**src/rtl/axi_request_arbiter.sv**
```systemverilog
// Round-robin arbiter sharing one axi_master request port among N_REQ requesters.
// Write and read channels are arbitrated independently, one outstanding transaction each.
module axi_request_arbiter #(
  parameter int N_REQ   = 2,
  parameter int GRANT_W = $clog2(N_REQ)
) (
  input  logic                 axi_ACLK,
  input  logic                 axi_ARESETN,
  input  logic [N_REQ-1:0]     req_write_i,
  input  logic [N_REQ*32-1:0]  req_write_address_i,
  input  logic [N_REQ*32-1:0]  req_write_data_i,
  input  logic [N_REQ*4-1:0]   req_write_strobe_i,
  output logic [N_REQ-1:0]     req_write_done_o,
  input  logic [N_REQ-1:0]     req_read_i,
  input  logic [N_REQ*32-1:0]  req_read_address_i,
  output logic [N_REQ-1:0]     req_read_done_o,
  output logic [31:0]          read_data_o,
  output logic [1:0]           write_response_o,
  output logic [1:0]           read_response_o,
  output logic [GRANT_W-1:0]   write_grant_o,
  output logic [GRANT_W-1:0]   read_grant_o,
  output logic                 write_start_o,
  output logic [31:0]          write_address_o,
  output logic [31:0]          write_data_o,
  output logic [3:0]           write_strobe_o,
  input  logic                 write_cts_i,
  input  logic                 write_done_i,
  input  logic [1:0]           write_response_i,
  output logic                 read_start_o,
  output logic [31:0]          read_address_o,
  input  logic                 read_cts_i,
  input  logic                 read_done_i,
  input  logic [31:0]          read_data_i,
  input  logic [1:0]           read_response_i,
  output logic                 write_state_o,
  output logic                 read_state_o
);

  // Handshake: a channel launches only from IDLE when its cts input is high and some
  // requester is asserting; start then pulses for one cycle with the payload already
  // registered. The master's done pulse ends the transaction and is forwarded
  // combinationally to the owner only while the channel is BUSY.

  typedef enum logic {IDLE = 1'b0, BUSY = 1'b1} state_t;

  state_t w_state, w_state_next;
  state_t r_state, r_state_next;
  logic   w_take, r_take;
  logic [GRANT_W-1:0] w_last, r_last, w_pick, r_pick;

  // First requester found scanning upward from last+1 with wrap; the previous owner
  // is therefore visited last.
  function automatic logic [GRANT_W-1:0] rr_pick(input logic [GRANT_W-1:0] last,
                                                 input logic [N_REQ-1:0]   req);
    logic [GRANT_W-1:0] sel;
    int idx;
    sel = last;
    for (int k = N_REQ; k >= 1; k--) begin
      idx = (int'(last) + k) % N_REQ;
      if (req[idx]) sel = GRANT_W'(idx);
    end
    return sel;
  endfunction

  assign w_pick = rr_pick(w_last, req_write_i);
  assign r_pick = rr_pick(r_last, req_read_i);

  // ---------------- write channel ----------------
  always_ff @(posedge axi_ACLK or negedge axi_ARESETN) begin
    if (!axi_ARESETN) w_state <= IDLE;
    else              w_state <= w_state_next;
  end

  always_comb begin
    w_state_next = w_state;
    w_take       = 1'b0;
    case (w_state)
      IDLE: begin
        if (|req_write_i && write_cts_i) begin
          w_take       = 1'b1;
          w_state_next = BUSY;
        end
      end
      BUSY: begin
        if (write_done_i) w_state_next = IDLE;
      end
      default: w_state_next = IDLE;
    endcase
  end

  always_ff @(posedge axi_ACLK or negedge axi_ARESETN) begin
    if (!axi_ARESETN) begin
      write_start_o   <= 1'b0;
      write_grant_o   <= '0;
      w_last          <= GRANT_W'(N_REQ - 1);
      write_address_o <= '0;
      write_data_o    <= '0;
      write_strobe_o  <= '0;
    end else begin
      write_start_o <= w_take;
      if (w_take) begin
        write_grant_o   <= w_pick;
        write_address_o <= req_write_address_i[int'(w_pick)*32 +: 32];
        write_data_o    <= req_write_data_i[int'(w_pick)*32 +: 32];
        write_strobe_o  <= req_write_strobe_i[int'(w_pick)*4 +: 4];
      end
      if (w_state == BUSY && write_done_i) w_last <= write_grant_o;
    end
  end

  always_comb begin
    req_write_done_o = '0;
    if (w_state == BUSY && write_done_i) req_write_done_o[write_grant_o] = 1'b1;
  end

  assign write_response_o = write_response_i;
  assign write_state_o    = (w_state == BUSY);

  // ---------------- read channel ----------------
  always_ff @(posedge axi_ACLK or negedge axi_ARESETN) begin
    if (!axi_ARESETN) r_state <= IDLE;
    else              r_state <= r_state_next;
  end

  always_comb begin
    r_state_next = r_state;
    r_take       = 1'b0;
    case (r_state)
      IDLE: begin
        if (|req_read_i && read_cts_i) begin
          r_take       = 1'b1;
          r_state_next = BUSY;
        end
      end
      BUSY: begin
        if (read_done_i) r_state_next = IDLE;
      end
      default: r_state_next = IDLE;
    endcase
  end

  always_ff @(posedge axi_ACLK or negedge axi_ARESETN) begin
    if (!axi_ARESETN) begin
      read_start_o   <= 1'b0;
      read_grant_o   <= '0;
      r_last         <= GRANT_W'(N_REQ - 1);
      read_address_o <= '0;
    end else begin
      read_start_o <= r_take;
      if (r_take) begin
        read_grant_o   <= r_pick;
        read_address_o <= req_read_address_i[int'(r_pick)*32 +: 32];
      end
      if (r_state == BUSY && read_done_i) r_last <= read_grant_o;
    end
  end

  always_comb begin
    req_read_done_o = '0;
    if (r_state == BUSY && read_done_i) req_read_done_o[read_grant_o] = 1'b1;
  end

  assign read_data_o     = read_data_i;
  assign read_response_o = read_response_i;
  assign read_state_o    = (r_state == BUSY);

endmodule
```
**config.mk**
```make
export PLATFORM = sky130hd
export DESIGN_NAME = axi_request_arbiter
export DESIGN_NICKNAME = d
export VERILOG_FILES = /design/src/rtl/axi_request_arbiter.sv
export SDC_FILE = /design/constraint.sdc
export NUM_CORES = 1
export LEC_CHECK = 0
export ABC_AREA = 1
export BUFFER_PORTS_ARGS = -buffer_cell sky130_fd_sc_hd__clkbuf_2
export CORE_AREA = 2 2 151 153
export DETAILED_ROUTE_END_ITERATION = 12
export DIE_AREA = 0 0 153 155
export SLEW_MARGIN = 20
export SYNTH_ARGS = -nofsm -noshare
export SYNTH_HDL_FRONTEND = slang
export SYNTH_SLANG_ARGS = --single-unit
```
**constraint.sdc**
```tcl
create_clock -name axi_ACLK -period 1.41 [get_ports axi_ACLK]
set_input_delay 0.282 -clock axi_ACLK [delete_from_list [all_inputs] [get_ports axi_ACLK]]
set_output_delay 0.282 -clock axi_ACLK [all_outputs]
set_load 0.1 [all_outputs]
```
; ---- Word-level counts from Yosys, hierarchy flattened
; Index checks and enable logic that the tools add are counted.
[word_totals]
input_bits = 246
regBits = 108
wordCells = 72
[op_classes]
n_addsub = 4
shift = 4
bitwise_logic = 6
n_reduce_logical = 8
n_mux = 30
magnitude_cmp = 8
[op_table]
columns = operator, n
row1 = $shiftx A64 B7 Y32, 3
row2 = $mux W1, 24
row3 = $lt A2 B3 Y1 const B, 4
row4 = $shiftx A8 B4 Y4, 1
row5 = $logic_and A1 B1 Y1, 6
row6 = $add A1 B1 Y1 const B, 4
row7 = $and A1 B1 Y1 const A, 4
row8 = $lt A1 B2 Y1 const B, 2
row9 = $mux W2, 2
row10 = $pmux W1 S2, 2
row11 = $reduce_or A2 Y1, 2
row12 = $demux W1 S1, 2
row13 = $ge A1 B1 Y1 const B, 2
row14 = $not A1 Y1, 2

; ---- Longest topological paths before layout
[depth]
depth_word = 8
ltp_mapped = 8
depth_no_buf = 6

; ---- Worst setup path before layout
; OpenSTA, ideal clock, no wires.
[synth_path]
path_kind = register to output
from = reg w_state, in the netlist write_state_o
to = out req_write_done_o[0]
t_arrival_ps = 2432
path_slack_ps = -1304
path_stages_with_launch = 3
cell_sequence = dfrtp_1 > nand2_1 > nor2_1
[synth_via]
elab_chain_cells = 2
[synth_lines]
columns = item, line
row1 = from (decl), 46  ; state_t w_state, w_state_next;
row2 = from (signal assigned), 71  ; else w_state <= w_state_next;
row3 = $logic_and A1 B1 Y1, 113  ; if (w_state == BUSY && write_done_i) req_write_done_o[write_grant_o] = 1'b1;
row4 = $mux W2, 113
row5 = to (decl), 13  ; output logic [N_REQ-1:0] req_write_done_o,
; Every way passes these cells.

; ---- Worst setup path after layout
[layout_path]
from = reg w_state, in the netlist write_state_o
to = out write_state_o
[layout_lines]
columns = item, line
row1 = to (decl), 35  ; output logic write_state_o,
; No word-level cell between the ends.

==> reports/results.md <==
| Quantity | This run | Unit |
|---|---|---|
| Post-route ant nets | 0 | - |
| Top cell type's share of synthesized area | 0.422 | - |
| Total Nets Final | 1376 | - |
| Period utilisation layout | 1.08 | - |
| Data required time at the worst endpoint | 1130 | ps |
| Detailed Place HPWL | 15700 | um |
| Final-layout fill cell count | 2188 | - |
| Final setup viols | 106 | - |
| Clock Latency Late Sink | 350 | ps |
| Crit path launch type | register | - |
| Initial core utilization | 0.283 | - |
| Main area contributors after synthesis | dfrtp_1 (42%), nand3_1 (16%), nand2_1 (13%), nand3b_1 (12%), inv_1 (6.5%) | - |
| Pin slew with the least headroom to its limit | 296 | ps |
| Kind of critical path | register to output pin | - |
| First drt pass iteration count | 5 | - |
| Post-Route WL | 22100 | um |
| GRT overflow | 0 | - |
| Area growth from synthesis to layout | 56.6 | % |
| Wire length of the first global-routing pass | 32800 | um |
| Aggregate global-route resource usage | 0.171 | - |
| RSZ-0062 raised after global routing | yes | - |
| Filler-free cell count of the finished design | 1419 | - |
| Number of vias after detailed routing | 6671 | - |
| Critical Path Sink Type | output pin | - |
| Root Driver | clkbuf_16 | - |
| Switching Share | 0.566 | - |
| IO Port Bufs | 319 | - |
| DRT iter0 DRCs | 380 | - |
| Die Wd | 153 | um |
| TritonCTS clock tree | yes | - |
| Total clock sinks | 108 | - |
| Hold WS | 188 | ps |
| Drc violations | 0 | - |
| Antenna violations before repair | 0 | - |
| Combinational share of power | 0.654 | - |
| Standard-cell rows | 55 | - |
| Die Y-Extent | 155 | um |
| Highest net fanout along the worst path | 2 | - |
| Achievable clock frequency | 657 | MHz |
| Die area | 23700 | um^2 |
| Number of buffers and inverters on the critical path | 3 | - |
| Static power due to leakage | 5.45 | nW |
| Area after detailed placement | 9110 | um^2 |
| Routability congestion estimate from global placement | 0.801 | - |
| Final hold violation count | 0 | - |
| Routed length per placed instance | 15.5 | um |
| Cell area after layout | 9850 | um^2 |
| Number of enable-type register cells in the synthesized netlist | 0 | - |
| Num CTS Buffers | 9 | - |
| Number of primary I/O pins | 392 | - |
| Vias per std cell | 4.70 | - |
| Total power per unit cell area | 2230 | nW/um^2 |
| Synthesis Warnings | 0 | - |
| Leading area contributor after synthesis | dfrtp_1 | - |
| Seq pwr share | 0.229 | - |
| Max_cap viols | 0 | - |
| Worst endpoint data arrival time | 1240 | ps |
| Mapped cell area | 6290 | um^2 |
| H-tree levels | 3 | - |
| Cell class contributing the biggest share of worst-path delay | flip-flops | - |
| Number of nets in the synthesized netlist | 1090 | - |
| Max transition margin | 0.805 | - |
| Final Max Tran Viols | 0 | - |
| Post-Route Skew | 9.64 | ps |
| Fraction of final layout cells sized beyond drive strength 1 | 0.388 | - |
| Type of the worst min-delay path | input port to register | - |
| Sequential share of the synthesized area | 0.430 | - |
| Cell-internal power | 9.55 | mW |
| Share of synthesized flip-flops with an asynchronous set or reset | 1.00 | - |
| Violated checks | setup timing | - |
| Clock slew seen by the registers of the worst setup and hold paths | 70 | ps |
| Mean instance size in the synthesized netlist | 7.45 | um^2 |
| Leading register cell type out of synthesis | dfrtp_1 | - |
| Flop and latch count out of synthesis | 108 | - |
| Final critical path time including I/O delays and setup | 1520 | ps |
| Core area | 22200 | um^2 |
| Maximum number of pins on one net before global-route repair | 48 | - |
| Number of buffers on the longest clock path | 2 | - |
| Final core utilization | 0.443 | - |
| Antenna diode count | 0 | - |
| Most common library cells after synthesis | nand2_1 (212), nand3_1 (202), inv_1 (109) | - |
| Largest stage delay on the critical path | 480 | ps |
| Crit path setup slack, layout | -111 | ps |
| Total Power Consumption | 22.0 | mW |
| Clock network power share | 0.117 | - |
| Result of the run | finished with violations | - |
| Net switching power of the design | 12.5 | mW |
| Netlist cell types | 16 | - |
| Series of cell instances along the critical path | buf_6, buf_4, buf_12 | - |
| Maximum VDD drop | 1.16 | mV |
| Cell count after placement | 1387 | - |
| Number of global-route vias before repair | 6306 | - |
| Critical path's slowest cell | dfrtp_4 | - |
| Most repeated cell in the gate-level netlist after synthesis | nand2_1 | - |
| Number of cells produced by synthesis | 844 | - |
## worst reg2reg max path, stage by stage, from the launching register on
cell and delay, ps:
dfrtp_4 510, buf_6 130, inv_4 50, nand2_4 40
nor2_4 240, inv_4 110, clkbuf_16 200, nand2_2 60
nand2_1 50
## routing by layer
| layer | up-vias | track usage | routed length (um) |
|---|---|---|---|
| met5 | - | 0 | 0 |
| met4 | 0 | 0.0476 | 397 |
| met3 | 32 | 0.0471 | 1670 |
| met2 | 321 | 0.296 | 10800 |
| met1 | 3096 | 0.211 | 9160 |
| li1 | 3222 | - | - |
## cells in the final DEF (no fill, tap or decap)
master,instances
nand2_2,20
dlygate4sd3_1,1
buf_12,64
nand2_4,14
o21ai_1,1
nand2_1,178
dfrtp_1,102
buf_6,11
clkbuf_2,208
nand3_4,1
a21oi_1,2
bufinv_16,1
clkinvlp_4,1
o21ai_0,3
buf_8,1
dfstp_2,2
nand3_2,2
dfrtp_4,4
nor2_4,6
inv_4,3
inv_1,106
clkinv_4,2
buf_4,81
nor2_1,2
clkbuf_16,14
inv_6,3
inv_2,2
nand3b_1,100
nand3_1,199
## registers in the layout (all words and copies together), names as in the netlist
register / count
write_state_o: 1
write_address_o: 32
write_strobe_o: 4
read_state_o: 1
write_grant_o: 1
w_last: 1
write_data_o: 32
r_last: 1
write_start_o: 1
read_grant_o: 1
read_start_o: 1
read_address_o: 32
## metrics by stage
| step | worst slack, ps | TNS [ps] |
|---|---|---|
| final | -111 | -3730 |
| after global routing | -174 | -10760 |
| after floorplan | -115 | -1120 |
| after detailed placement | 38.0 | 0 |
| after global placement | 54.6 | 0 |
| after CTS | -153 | -619 |
## power by group through the flow
stage,clock network (mW),logic [mW],registers [mW]
after floorplan,0,3.03,12.0
after global placement,0,14.0,5.04
after detailed placement,0,14.1,5.01
after CTS,2.71,14.2,4.99
after global routing,2.81,15.0,5.17
final,2.57,14.4,5.05
## cells by family after synthesis
group | synth area share
AOI/OAI and AO/OA | 0.00477
DFF | 0.430
and+or+nand+nor | 0.413
buffers and inverters | 0.152
## worst paths after layout
path	from	end	slack, ps	cells past startpoint
setup / recovery	write_state_o$_DFF_PN0_	write_state_o	-110	3
hold / removal	write_done_i	write_state_o$_DFF_PN0_	190	2
setup reg to reg	read_state_o$_DFF_PN0_	read_address_o[8]$_DFFE_PN0P_	-80	8
hold reg to reg	write_address_o[18]$_DFFE_PN0P_	write_address_o[18]$_DFFE_PN0P_	480	2
max in group asynchronous	axi_ARESETN	read_address_o[17]$_DFFE_PN0P_	460	4
min in group asynchronous	axi_ARESETN	write_address_o[13]$_DFFE_PN0P_	390	2
## cell type report
class | count | area, um^2 | share of cell area
Timing Repair Buffer | 371 | 3200 | 0.325
Clock inverter | 6 | 72.6 | 0.00737
Clock buffer | 9 | 225 | 0.0229
Multi-Input combinational cell | 528 | 2840 | 0.288
Inverter | 112 | 433 | 0.0439
Tap cell | 285 | 357 | 0.0362
Sequential cell | 108 | 2720 | 0.276
## what timing repair did
action,in CTS,in global routing
resized for setup,9,51
pin swaps,8,14
hold buffers,1,0
gates cloned,0,9
endpoints found under the setup margin,6,107
endpoints found under the hold margin,15,0
setup buffers,4,3
No activity file was read; power rests on OpenSTA's default activity.
